**config.mk**
```make
export PLATFORM = sky130hd
export DESIGN_NAME = instruction_fetch_unit
export DESIGN_NICKNAME = d
export VERILOG_FILES = /design/src/rtl/instruction_fetch_unit.sv
export SDC_FILE = /design/constraint.sdc
export NUM_CORES = 1
export LEC_CHECK = 0
export ABC_AREA = 1
export CAP_MARGIN = 20
export CORE_MARGIN = 2
export CORE_UTILIZATION = 35
export DETAILED_ROUTE_END_ITERATION = 8
export DONT_BUFFER_PORTS = 1
export SLEW_MARGIN = 20
export SYNTH_ARGS = -nofsm -noshare
export SYNTH_HDL_FRONTEND = slang
export SYNTH_SLANG_ARGS = --single-unit
```
**constraint.sdc**
```tcl
create_clock -name clk -period 8.3 [get_ports clk]
set_input_delay 1.245 -clock clk [delete_from_list [all_inputs] [get_ports clk]]
set_output_delay 1.245 -clock clk [all_outputs]
set_load 0.005 [all_outputs]
```
**src/rtl/instruction_fetch_unit.sv**
```systemverilog
// Fetch stage: issues word fetches over a req/ack handshake, buffers up to two
// returned words and presents {instruction, pc+4} to the IF/ID register.
module instruction_fetch_unit #(
  parameter logic [31:0] RESET_PC  = 32'h0000_0000,
  parameter logic [31:0] NOP_INSTR = 32'h0000_0000
) (
  input  logic        clk,
  input  logic        reset,
  input  logic        stall,
  input  logic        redirect,
  input  logic [31:0] redirect_target,
  output logic        imem_req,
  output logic [31:0] imem_addr,
  input  logic        imem_ack,
  input  logic [31:0] imem_rdata,
  output logic [31:0] instruction_output,
  output logic [31:0] pc_plus_4
);

  typedef enum logic [1:0] {REQ, FULL, SQUASH} state_t;

  state_t      state_q;
  logic [31:0] req_addr_q;
  logic [31:0] tgt_q;
  logic [31:0] instr_q [2];
  logic [31:0] pc4_q   [2];
  logic [1:0]  count_q;

  logic        pop;
  logic        push;
  logic [1:0]  count_d;
  logic [31:0] tgt_aligned;
  logic [31:0] pc4_new;

  assign tgt_aligned = redirect_target & ~32'h3;
  assign pc4_new     = req_addr_q + 32'd4;
  assign pop         = ~stall & (count_q != 2'd0) & ~redirect;
  assign push        = (state_q == REQ) & imem_ack & ~redirect;

  always_comb begin
    count_d = count_q;
    case ({push, pop})
      2'b10:   count_d = count_q + 2'd1;
      2'b01:   count_d = count_q - 2'd1;
      default: count_d = count_q;
    endcase
  end

  assign imem_req           = (state_q != FULL) & ~reset;
  assign imem_addr          = req_addr_q;
  assign instruction_output = (count_q != 2'd0) ? instr_q[0] : NOP_INSTR;
  assign pc_plus_4          = (count_q != 2'd0) ? pc4_q[0]   : 32'd0;

  always_ff @(posedge clk or posedge reset) begin
    if (reset) begin
      state_q    <= REQ;
      req_addr_q <= RESET_PC;
      tgt_q      <= 32'd0;
      count_q    <= 2'd0;
      instr_q[0] <= NOP_INSTR;
      instr_q[1] <= NOP_INSTR;
      pc4_q[0]   <= 32'd0;
      pc4_q[1]   <= 32'd0;
    end else if (redirect) begin
      count_q <= 2'd0;
      // While a request is on the bus its address must not move until acked.
      case (state_q)
        FULL: begin
          req_addr_q <= tgt_aligned;
          state_q    <= REQ;
        end
        default: begin
          if (imem_ack) begin
            req_addr_q <= tgt_aligned;
            state_q    <= REQ;
          end else begin
            tgt_q   <= tgt_aligned;
            state_q <= SQUASH;
          end
        end
      endcase
    end else begin
      count_q <= count_d;
      if (pop) begin
        instr_q[0] <= instr_q[1];
        pc4_q[0]   <= pc4_q[1];
      end
      // The new word lands in the slot just past the post-pop head.
      if (push) begin
        req_addr_q <= pc4_new;
        if (count_d == 2'd1) begin
          instr_q[0] <= imem_rdata;
          pc4_q[0]   <= pc4_new;
        end else begin
          instr_q[1] <= imem_rdata;
          pc4_q[1]   <= pc4_new;
        end
      end
      case (state_q)
        REQ: begin
          if (count_d == 2'd2) state_q <= FULL;
        end
        FULL: begin
          if (pop) state_q <= REQ;
        end
        SQUASH: begin
          if (imem_ack) begin
            req_addr_q <= tgt_q;
            state_q    <= REQ;
          end
        end
        default: state_q <= REQ;
      endcase
    end
  end

endmodule

```
==> results.txt, run 1 <==
RSZ-0062 raised after global routing = false
initial antenna violation count = 0
Final Hold Fails = 0
number of synthesized flops with an enable pin = 0
main area contributors after synthesis = dfrtp_1 47%, nand2_1 16%, nor2_1 7.0%
post-synth top area share = 47.4%
final non-filler cell total = 1720
Clk pin slew, worst setup/hold paths = 0.07 ns
Worst Max-Slew Pin Slew = 1.06 ns
die width = 173 um
minimum clock period = 5.32 ns
die footprint = 0.0301 mm^2
crit share post-route = 64.1%
Core ar. = 0.0285 mm^2
WS Path Type = input port to register
Crit Path Max Fanout = 63
total number of vias = 8319
GR Util met3 = 4.28%
Max VDD drop = 0.000108 V
total CTS buffers = 17
WL final = 25800 um
gp weighted congestion = 0.898
register bit total from synthesis = 190
row cnt = 62
post-synth top area cell = dfrtp_1
CTS tree = yes
crit path cell chain = nor2_1 -> nand2_1 -> nor2_4 -> inv_1 -> ha_1 -> a21oi_1 -> nand2_2 -> xor2_2 -> nor2_4 -> nand2_4 -> inv_2 -> nand2_1 -> o21ai_0 -> inv_1
nets = 1394
residual DRC count = 0
post-synthesis cell type count = 38
Cell Pwr Density = 291 mW/mm^2
CTS Hold Bufs = 0
Filler cells = 3033
clk sink count = 190
# Max-Cap Violations = 0
Rel. slew slack = 28.9%
required time worst endpoint = 8.63 ns
footprint of the multi-input gates = 0.00430 mm^2
Global Route met1 Usage = 24.3%
post-DR vias/cell = 4.84
placed cells = 1687
register area share after synthesis = 47.4%
Total GRT Usage = 17.2%
GRT overflow = 0
Leak = 5.32 nW
H-tree Lvls = 4
vias in the first global route = 7680
Post-CTS Setup Inserts = 0
YS warnings = 0
Post-DRT Antenna Nets = 0
slowest library cell on the worst path = inv_2
Mapped Avg Cell Area = 7.31 um^2
first-pass GRT wire length = 41600 um
Initial Utilization = 35.3%
Resize count post-CTS = 0
Hold Crit Class = register to register
slowest stage delay, CP = 0.95 ns
Syn Inst Count = 1373
Pre-antenna DRT Iters = 5
post-synthesis cell area = 0.0100 mm^2
Clock Skew = 0.0154 ns
largest net degree at the start of global routing = 116
Detailed Route Iter0 Violations = 550
Arr. time, crit path = 5.64 ns
critical path launch point type = input port
root buf cell = clkbuf_16
Layout Area Growth over Synthesis = 8.14%
Die Y = 173 um
setup TNS = 0 ns
f_max = 188 MHz
n_diodes = 0
hpwl dp = 16500 um
GR peak layer = met2
Primary FF master, synth = dfrtp_1
Ports = 166
met2 Track Usage GR = 26.1%
Clock Path Buffers = 2
outcome = finished, final reports clean
Async S/R FF share, synth = 100%
Worst-Skew Late Latency = 0.44 ns
PortBufs = 0
FF/Latch Area = 0.00475 mm^2
max-slew violations = 0
CP endpoint kind = register
Setup violations, final = 0
layout cells sized above 1 = 5.99%
routed len/inst = 15.0 um
## path summary, 6_finish.rpt
| path | slack, ns | endpoint | from | cells after the start |
|---|---|---|---|---|
| max | 2.98 | pc4_q[63] | redirect | 14 |
| min | 0.48 | tgt_q[4] | tgt_q[4] | 2 |
| max in group asynchronous | 6.36 | instr_q[48] | reset | 3 |
| min in group asynchronous | 0.79 | count_q[1] | reset | 1 |
| min reg2reg | 0.48 | tgt_q[4] | tgt_q[4] | 2 |
| max reg2reg | 3.36 | pc4_q[63] | state_q[1] | 14 |
## report_power, final
group	internal, mW	total (mW)	switching (mW)
Clock	0.496	0.894	0.398
Sequential	1.25	1.45	0.197
Combinational	0.297	0.810	0.513
## cells in the mapped netlist (3+ instances only)
cell type / instances
a21oi_1: 132
a22oi_1: 3
a31oi_1: 28
and2_1: 4
buf_2: 28
buf_4: 5
buf_6: 8
clkbuf_1: 34
dfrtp_1: 190
inv_1: 156
inv_2: 6
nand2_1: 417
nand2_2: 4
nand3_1: 14
nand3b_1: 6
nor2_1: 187
nor2_2: 4
nor2_4: 6
o211ai_1: 5
o21ai_0: 71
o21ai_1: 21
o21ai_2: 12
xnor2_1: 3
xor2_1: 10
xor2_2: 3
## metal layers
metal | part of all wire [%] | vias up | wire [um]
li1 | - | 4182 | -
met1 | 48 | 3876 | 12300
met3 | 7.0 | 29 | 1810
met5 | 0 | - | 0
met4 | 1.5 | 0 | 399
met2 | 44 | 232 | 11200
## cell families (layout without fill, tap and decap cells)
kind of cell	after synthesis	count (layout)	share of synthesized area (%)
adders and majority gates	2	2	0.249
other	1	2	0.0373
DFF	190	190	47.4
and+or+nand+nor	648	648	25.7
xor gates and xnor gates	16	16	1.62
buffers and inverters	239	201	10.1
AOI/OAI and AO/OA	277	277	14.9
## through the flow
step | utilization [%] | hold WS (ns) | cell area [um^2] | power, mW | setup WS (ns)
floorplan | - | 0.442 | 10000 | 2.08 | 1.88
global placement | 35.8 | 0.455 | 10200 | 2.25 | 2.47
detailed placement | 35.8 | 0.461 | 10200 | 2.28 | 2.45
CTS | 38.0 | 0.479 | 10800 | 3.20 | 2.92
global route | 38.1 | 0.494 | 10900 | 3.39 | 2.50
finish | 38.1 | 0.478 | 10900 | 3.15 | 2.98
## cell type report
| type | instances | area share [%] |
|---|---|---|
| tap | 384 | 4.42 |
| inverter | 162 | 5.67 |
| sequential | 190 | 43.8 |
| clock buffer | 18 | 4.04 |
| multi-input combinational | 945 | 39.6 |
| clock inverter | 14 | 1.79 |
| timing repair buffer | 7 | 0.668 |
## state kept, by name, summed over array words and instances (netlist names)
| name | count |
|---|---|
| imem_addr | 30 |
| instr_q | 64 |
| state_q | 2 |
| count_q | 2 |
| tgt_q | 30 |
| pc4_q | 62 |
## placed cells by master (no fill, tap or decap), types with 5 or more instances in the layout
cell       netlist  layout
dfrtp_1        190     190
inv_2            6       6
nand3_1         14      14
o21ai_2         12      12
inv_6            0       6
nand2_1        417     417
nand3b_1         6       6
buf_4            5       6
a21oi_1        132     132
nor2_4           6       8
a31oi_1         28      28
clkbuf_16        0      17
xor2_1          10      10
inv_1          156     155
o21ai_1         21      21
o21ai_0         71      71
nor2_1         187     185
o211ai_1         5       5
## critical path, delay by kind of cell
kind                       cells  cell delay (ns)
adders and majority gates      1             0.55
AOI/OAI and AO/OA              2             0.26
buffers and inverters          3             1.77
xor gates and xnor gates       1             0.17
and+or+nand+nor                7             1.62
Note: power is estimated with default switching activity, not from simulation.
==> run 2, diff against run 1 <==
==> constraint.sdc (replaced) <==
create_clock -name clk -period 4.5 [get_ports clk]
set_input_delay 0.675 -clock clk [delete_from_list [all_inputs] [get_ports clk]]
set_output_delay 0.675 -clock clk [all_outputs]
set_load 0.005 [all_outputs]
==> results.txt, run 2 (synthesis results as in run 1) <==
Clock Skew = 0.0125 ns
# Max-Cap Violations = 0
final non-filler cell total = 1725
CTS tree = yes
required time worst endpoint = 4.82 ns
Worst Max-Slew Pin Slew = 0.983 ns
GRT overflow = 0
crit path cell chain = nor2_1 -> nand2_1 -> nor2_4 -> inv_1 -> ha_1 -> a21oi_1 -> nand2_2 -> xor2_2 -> nor2_4 -> nand2_4 -> inv_2 -> nand2_1 -> o21ai_0 -> inv_1
Post-DRT Antenna Nets = 0
Crit path depth = 14
outcome = finished, final reports clean
vias in the first global route = 7739
root buf cell = clkbuf_16
placed cells = 1693
Resize count post-CTS = 0
worst r2r path cells = 14
slowest library cell on the worst path = inv_2
Detailed Route Iter0 Violations = 634
largest net degree at the start of global routing = 112
max-slew violations = 0
hpwl dp = 16900 um
Worst-Skew Late Latency = 0.44 ns
Core ar. = 0.0285 mm^2
top flop regs = instr_q (64), pc4_q (62)
total CTS buffers = 17
clk sink count = 190
critical path launch point type = register
die width = 173 um
Initial Utilization = 35.3%
H-tree Lvls = 4
f_max = 351 MHz
CP Buf/Inv Count = 3
PortBufs = 0
slowest stage delay, CP = 0.72 ns
Final Hold Fails = 0
gp weighted congestion = 0.858
minimum clock period = 2.85 ns
Clk pin slew, worst setup/hold paths = 0.07 ns
WL final = 26400 um
residual DRC count = 0
CTS Hold Bufs = 0
Most flops, register = instr_q
Crit Path Max Fanout = 62
Layout Area Growth over Synthesis = 8.17%
Max VDD drop = 0.000218 V
n_diodes = 0
CP endpoint kind = register
Rel. slew slack = 34.4%
Clock Path Buffers = 2
Hold Crit Class = input port to asynchronous set/reset pin
RSZ-0062 raised after global routing = false
crit share post-route = 63.2%
Total GRT Usage = 17.7%
Setup violations, final = 0
first-pass GRT wire length = 42500 um
Ports = 166
max FFs per register = 64
Pre-antenna DRT Iters = 5
WS Path Type = register to register
family with the most delay on the worst path = buffers and inverters
setup TNS = 0 ns
post-DR vias/cell = 4.86
layout cells sized above 1 = 6.34%
Post-CTS Setup Inserts = 0
initial antenna violation count = 0
row cnt = 62
worst hold slack = 0.267 ns
routed len/inst = 15.3 um
Leak = 5.32 nW
total number of vias = 8376
Die Y = 173 um
commonest non-fill, non-tap cells in the layout = 417 x nand2_1, 190 x dfrtp_1, 185 x nor2_1
Arr. time, crit path = 3.17 ns
commonest non-fill, non-tap cell in the layout = nand2_1
die footprint = 0.0301 mm^2
Cell Pwr Density = 534 mW/mm^2
nets = 1399
## run 2: cell types whose count changed in the layout (fill, tap and decap cells not counted), sizes merged
cell and delta:
buf +5, inv -5, clkinv +3, clkinvlp +2
## run 2: through the flow
stage / instance area, um^2 / worst slack, ns / util [%] / total power [mW]
6_report: 10900 / 1.65 / 38.2 / 5.80
3_5_place_dp: 10200 / 1.38 / 36.0 / 4.22
2_1_floorplan: 10000 / 1.38 / - / 3.83
4_1_cts: 10900 / 1.61 / 38.2 / 5.87
3_3_place_gp: 10200 / 1.40 / 36.0 / 4.17
5_1_grt: 10900 / 1.25 / 38.2 / 6.23
## run 2: layout make-up
cell class	instances	area (um^2)
multi-input combinational	945	4290
sequential	190	4750
timing repair buffer	12	103
fill	3024	17600
tap	384	480
clock buffer	18	439
inverter	162	612
clock inverter	14	180
## run 2: path summary, 6_finish.rpt
| path | to | slack [ns] | start |
|---|---|---|---|
| min in group clk | count_q[1] | 0.30 | redirect |
| worst min register to register | pc4_q[4] | 0.48 | pc4_q[4] |
| worst min-delay path | count_q[1] | 0.27 | reset |
| max in group asynchronous | imem_addr[18] | 3.07 | reset |
| worst max register to register | pc4_q[63] | 1.65 | state_q[1] |
| worst max-delay path | pc4_q[63] | 1.65 | state_q[1] |
## run 2: per-layer routing
metal	share of wire, %	track usage [%]	vias to the layer above
met5	0	0	-
met4	1.8	5.51	0
met3	7.7	5.00	32
met2	43	26.4	235
met1	48	24.9	3914
li1	-	-	4195
## run 2: power by group
group	switching (mW)	internal [mW]
logic	0.954	0.551
registers	0.355	2.31
clock network	0.720	0.902
==> run 3, diff against run 2 <==
==> constraint.sdc (replaced) <==
create_clock -name clk -period 2.91 [get_ports clk]
set_input_delay 0.4365 -clock clk [delete_from_list [all_inputs] [get_ports clk]]
set_output_delay 0.4365 -clock clk [all_outputs]
set_load 0.005 [all_outputs]
==> results.txt, run 3 (synthesis results as in run 1) <==
Clock Path Buffers = 2
WS Path Type = register to register
Pre-antenna DRT Iters = 5
clk sink count = 190
Setup violations, final = 0
outcome = finished, final reports clean
Total GRT Usage = 17.8%
fin util = 38.5%
Rel. slew slack = 36.2%
CTS Hold Bufs = 1
Initial Utilization = 35.3%
WL final = 26400 um
critical path launch point type = register
top flop regs = instr_q (64), pc4_q (62)
Clk pin slew, worst setup/hold paths = 0.07 ns
commonest non-fill, non-tap cells in the layout = 417 x nand2_1, 190 x dfrtp_1, 185 x nor2_1
Core ar. = 0.0285 mm^2
Clock Skew = 0.0110 ns
f_max = 384 MHz
total CTS buffers = 17
H-tree Lvls = 4
CTS tree = yes
minimum clock period = 2.60 ns
largest net degree at the start of global routing = 96
Hold Crit Class = input port to register
Detailed Route Iter0 Violations = 697
max FFs per register = 64
residual DRC count = 0
Die Y = 173 um
die width = 173 um
nets = 1406
Resize count post-CTS = 0
GRT overflow = 0
root buf cell = clkbuf_16
CP endpoint kind = register
# Max-Cap Violations = 0
commonest non-fill, non-tap cell in the layout = nand2_1
Layout Area Growth over Synthesis = 9.16%
Crit Path Max Fanout = 17
Max VDD drop = 0.000377 V
final non-filler cell total = 1732
max-slew violations = 0
Worst-Skew Late Latency = 0.45 ns
hpwl dp = 17300 um
initial antenna violation count = 0
routed len/inst = 15.2 um
Ports = 166
n_diodes = 0
setup TNS = 0 ns
placed cells = 1699
vias in the first global route = 7930
total number of vias = 8390
row cnt = 62
post-DR vias/cell = 4.84
Worst Max-Slew Pin Slew = 0.957 ns
first-pass GRT wire length = 43000 um
die footprint = 0.0301 mm^2
Setup Slack @ Placement = 0.260 ns
Worst Setup Slack, final = 0.307 ns
Final Hold Fails = 0
Most flops, register = instr_q
Post-CTS Setup Inserts = 0
Filler cells = 3015
crit share post-route = 89.5%
PortBufs = 0
required time worst endpoint = 3.29 ns
layout cells sized above 1 = 6.68%
Post-DRT Antenna Nets = 0
Leak = 5.36 nW
Arr. time, crit path = 2.98 ns
worst hold slack = 0.0598 ns
gp weighted congestion = 0.879
RSZ-0062 raised after global routing = false
Cell Pwr Density = 807 mW/mm^2
==> run 3: final timing paths <==
path / startpoint / to / slack (ns) / cells after the start
max: state_q[1] / pc4_q[24] / 0.31 / 15
min: redirect / count_q[0] / 0.06 / 1
max reg2reg: state_q[1] / pc4_q[24] / 0.31 / 15
min reg2reg: tgt_q[6] / tgt_q[6] / 0.48 / 2
max in group asynchronous: reset / instr_q[46] / 1.59 / 3
min in group asynchronous: reset / count_q[0] / 0.57 / 2
==> run 3: area by class of cell <==
class | count | area [um^2] | share of cell area, %
clock buffer | 18 | 429 | 3.92
clock inverter | 14 | 146 | 1.34
inverter | 162 | 612 | 5.58
multi-input combinational | 945 | 4290 | 39.2
sequential | 190 | 4750 | 43.4
tap | 384 | 480 | 4.38
timing repair buffer | 19 | 245 | 2.24
==> run 3: power by group <==
| part | internal, mW | total [mW] | switching, mW |
|---|---|---|---|
| combinational | 0.879 | 2.37 | 1.49 |
| clock | 1.21 | 2.36 | 1.14 |
| sequential | 3.58 | 4.12 | 0.547 |
| total | 5.67 | 8.85 | 3.18 |
==> run 3: per-layer routing <==
layer	wire length (um)	share of wire [%]	up-vias	global-route usage, %
met3	2080	7.9	20	4.65
met2	11500	44	242	27.6
met5	0	0	-	0
li1	-	-	4203	-
met4	304	1.2	0	4.52
met1	12500	47	3925	24.9
==> run 3: critical path, stage by stage (launching register included) <==
cell and delay [ns]:
dfrtp_1 0.43, nor2_1 0.10, nand2_1 0.10, nor2_4 0.10, inv_1 0.06, ha_1 0.32, a21oi_1 0.17, nand2_2 0.08
xor2_2 0.24, nor2_4 0.09, inv_2 0.08, nand2_4 0.13, inv_2 0.31, buf_12 0.20, nand2_1 0.06, nand2_1 0.06
==> run 3: metrics by stage <==
step / area, um^2 / total power, mW
after floorplan: 10000 / 5.93
after global placement: 10400 / 6.48
after detailed placement: 10400 / 6.56
after CTS: 11000 / 8.96
after global routing: 11000 / 9.55
final: 11000 / 8.85
==> edit, RTL diff (settings of run 1) <==
Make the reset (`reset`) synchronous in one clocked block.
--- a/src/rtl/instruction_fetch_unit.sv
+++ b/src/rtl/instruction_fetch_unit.sv
@@ -51,7 +51,7 @@
   assign instruction_output = (count_q != 2'd0) ? instr_q[0] : NOP_INSTR;
   assign pc_plus_4          = (count_q != 2'd0) ? pc4_q[0]   : 32'd0;
 
-  always_ff @(posedge clk or posedge reset) begin
+  always_ff @(posedge clk) begin
     if (reset) begin
       state_q    <= REQ;
       req_addr_q <= RESET_PC;
Formal check against the unedited RTL: differs if reset is asserted again (counterexample within 4 cycles, from zero or initial values and one cycle with reset high); with reset held inactive, the same outputs for 4 cycles.
==> edit against run 1 <==
  * Maximum frequency grew 14%
  * Core utilization grew 0.47 points
  * Register-to-register slack gained 880 ps
  * Non-clock buffer count grew 1
  * Sequential cell count shrank 2
  * Die area shrank 3.3%
  * Area after synthesis shrank 3.4%
  * Cell area shrank 3.6%
  * Cell count shrank 8.9%
  * Routed wire length shrank 7.5%
  * Worst setup slack gained 660 ps
  * Via count shrank 10%
  * Critical path type unchanged
Power is not compared: it rests on default switching activity, and its combinational part moved more than twofold at a synthesized area within 25%.
==> edit: results (changes against run 1) <==
[placed_design]
dp_hpwl_um = 15500  ; -6.3%
numPlacedInstances = 1535  ; -9.0%
gp_congestion = 0.852  ; -5.1%
postPlaceCellArea_mm2 = 0.00986  ; -3.2%

[synth]
synth-adder-area-share_pct = 0.258  ; +0.0087 points
synth_edf_count = 124  ; +124
synth_compound_area_share_pct = 14.8  ; -0.19 points
yosys_warnings = 0  ; unchanged
synthFlopType = edfxtp_1
synth_common_cells = nor2_1, nand2_1, inv_1
synth_xor_area_share_pct = 1.69  ; +0.070 points
ys_seq_area_share_pct = 51.6  ; +4.2 points
async_reset_ff_share_pct = 0  ; -100 points
post_synth_num_cell_types = 34  ; -11%
avgSynthCellArea_um2 = 7.93  ; +8.4%
synth_area_leaders = edfxtp_1, dfxtp_1, nor2_1

[critical_path]
crit_fanout = 64  ; +1.6%
max_stage_delay_ps = 900  ; -50 ps
cp_slowest_cell = nand3_4
cp.arrival_ps = 4540  ; -1100 ps
cpLargestDelayFamily = simple AND/OR/NAND/NOR gates

[layout]
instances_no_fill = 1567  ; -8.9%
reg.largest.list = instr_q x64, pc4_q x60
drive_gt1_share_pct = 5.77  ; -0.21 points
nNetsFinal = 1253  ; -10%
final.fill_count = 2805  ; -7.5%

[global_routing]
use_met2_pct = 26.2  ; +0.091 points
met1_usage_pct = 23.4  ; -0.86 points
gr-usage-all-layers_pct = 16.8  ; -0.39 points
met3_usage_pct = 4.09  ; -0.18 points
grt_pass1_wl_um = 38400  ; -7.7%
grt_max_degree = 86  ; -26%

[routing]
avgViaCountPerCell = 4.76  ; -1.6%
ant_nets = 0  ; unchanged
wl_met2_um = 10700  ; -5.0%
wl_per_cell_um = 15.2  ; +1.5%
wl_met3_um = 1630  ; -9.8%
met1_length_um = 11300  ; -8.4%
dr.first_iter.drc_count = 525  ; -4.5%

[sta]
worst_pin_slew_ps = 959  ; -106 ps

[run_status]
status = complete, no violations

[power]
internal_power_mw = 1.55

edit: changes by cell type after synthesis, moves of 9 or more:
cell and delta:
buf_4 +9, nand2_1 -257, o21ai_0 +26, nor2_1 +99, buf_2 -15, a31oi_1 -28, o21ai_1 +10, o21ai_2 -12
a21oi_1 +14, dfrtp_1 -190, dfxtp_1 +64, edfxtp_1 +124
edit: worst paths after layout:
kind / from / to / slack, ps / depth (start not counted)
worst max register to register: state_q[1]$_SDFFE_PP0P_ / instr_q[0][6]$_SDFFCE_PN0P_ / 4240 / 11
worst min-delay path: tgt_q[8]$_SDFFE_PP0P_ / tgt_q[8]$_SDFFE_PP0P_ / 450 / 2
worst max-delay path: redirect / instr_q[0][6]$_SDFFCE_PN0P_ / 3640 / 11
worst min register to register: tgt_q[8]$_SDFFE_PP0P_ / tgt_q[8]$_SDFFE_PP0P_ / 450 / 2
edit: final cells by class:
cell class | count | area (um2) | share of cell area [%]
inverter | 167 | 632 | 6.04
tap | 372 | 465 | 4.45
timing repair buffer | 8 | 72.6 | 0.694
multi-input combinational | 800 | 3680 | 35.2
sequential | 188 | 5000 | 47.8
clock buffer | 18 | 450 | 4.31
clock inverter | 14 | 153 | 1.46
edit: cells by family (layout without fill, tap and decap cells):
family                   Yosys count  in the layout
flip-flops                       188            188
AO/OA/AOI/OAI                    282            282
adder cells (fa/ha/maj)            2              2
other                              1              4
AND/OR/NAND/NOR                  495            495
XOR/XNOR                          17             17
buffers and inverters            239            207
edit: through the flow:
| stage | hold WS (ps) | power (mW) |
|---|---|---|
| 2_1_floorplan | 425 | 1.28 |
| 3_3_place_gp | 436 | 1.32 |
| 3_5_place_dp | 440 | 1.33 |
| 4_1_cts | 452 | 2.16 |
| 5_1_grt | 466 | 2.23 |
| 6_report | 450 | 2.13 |
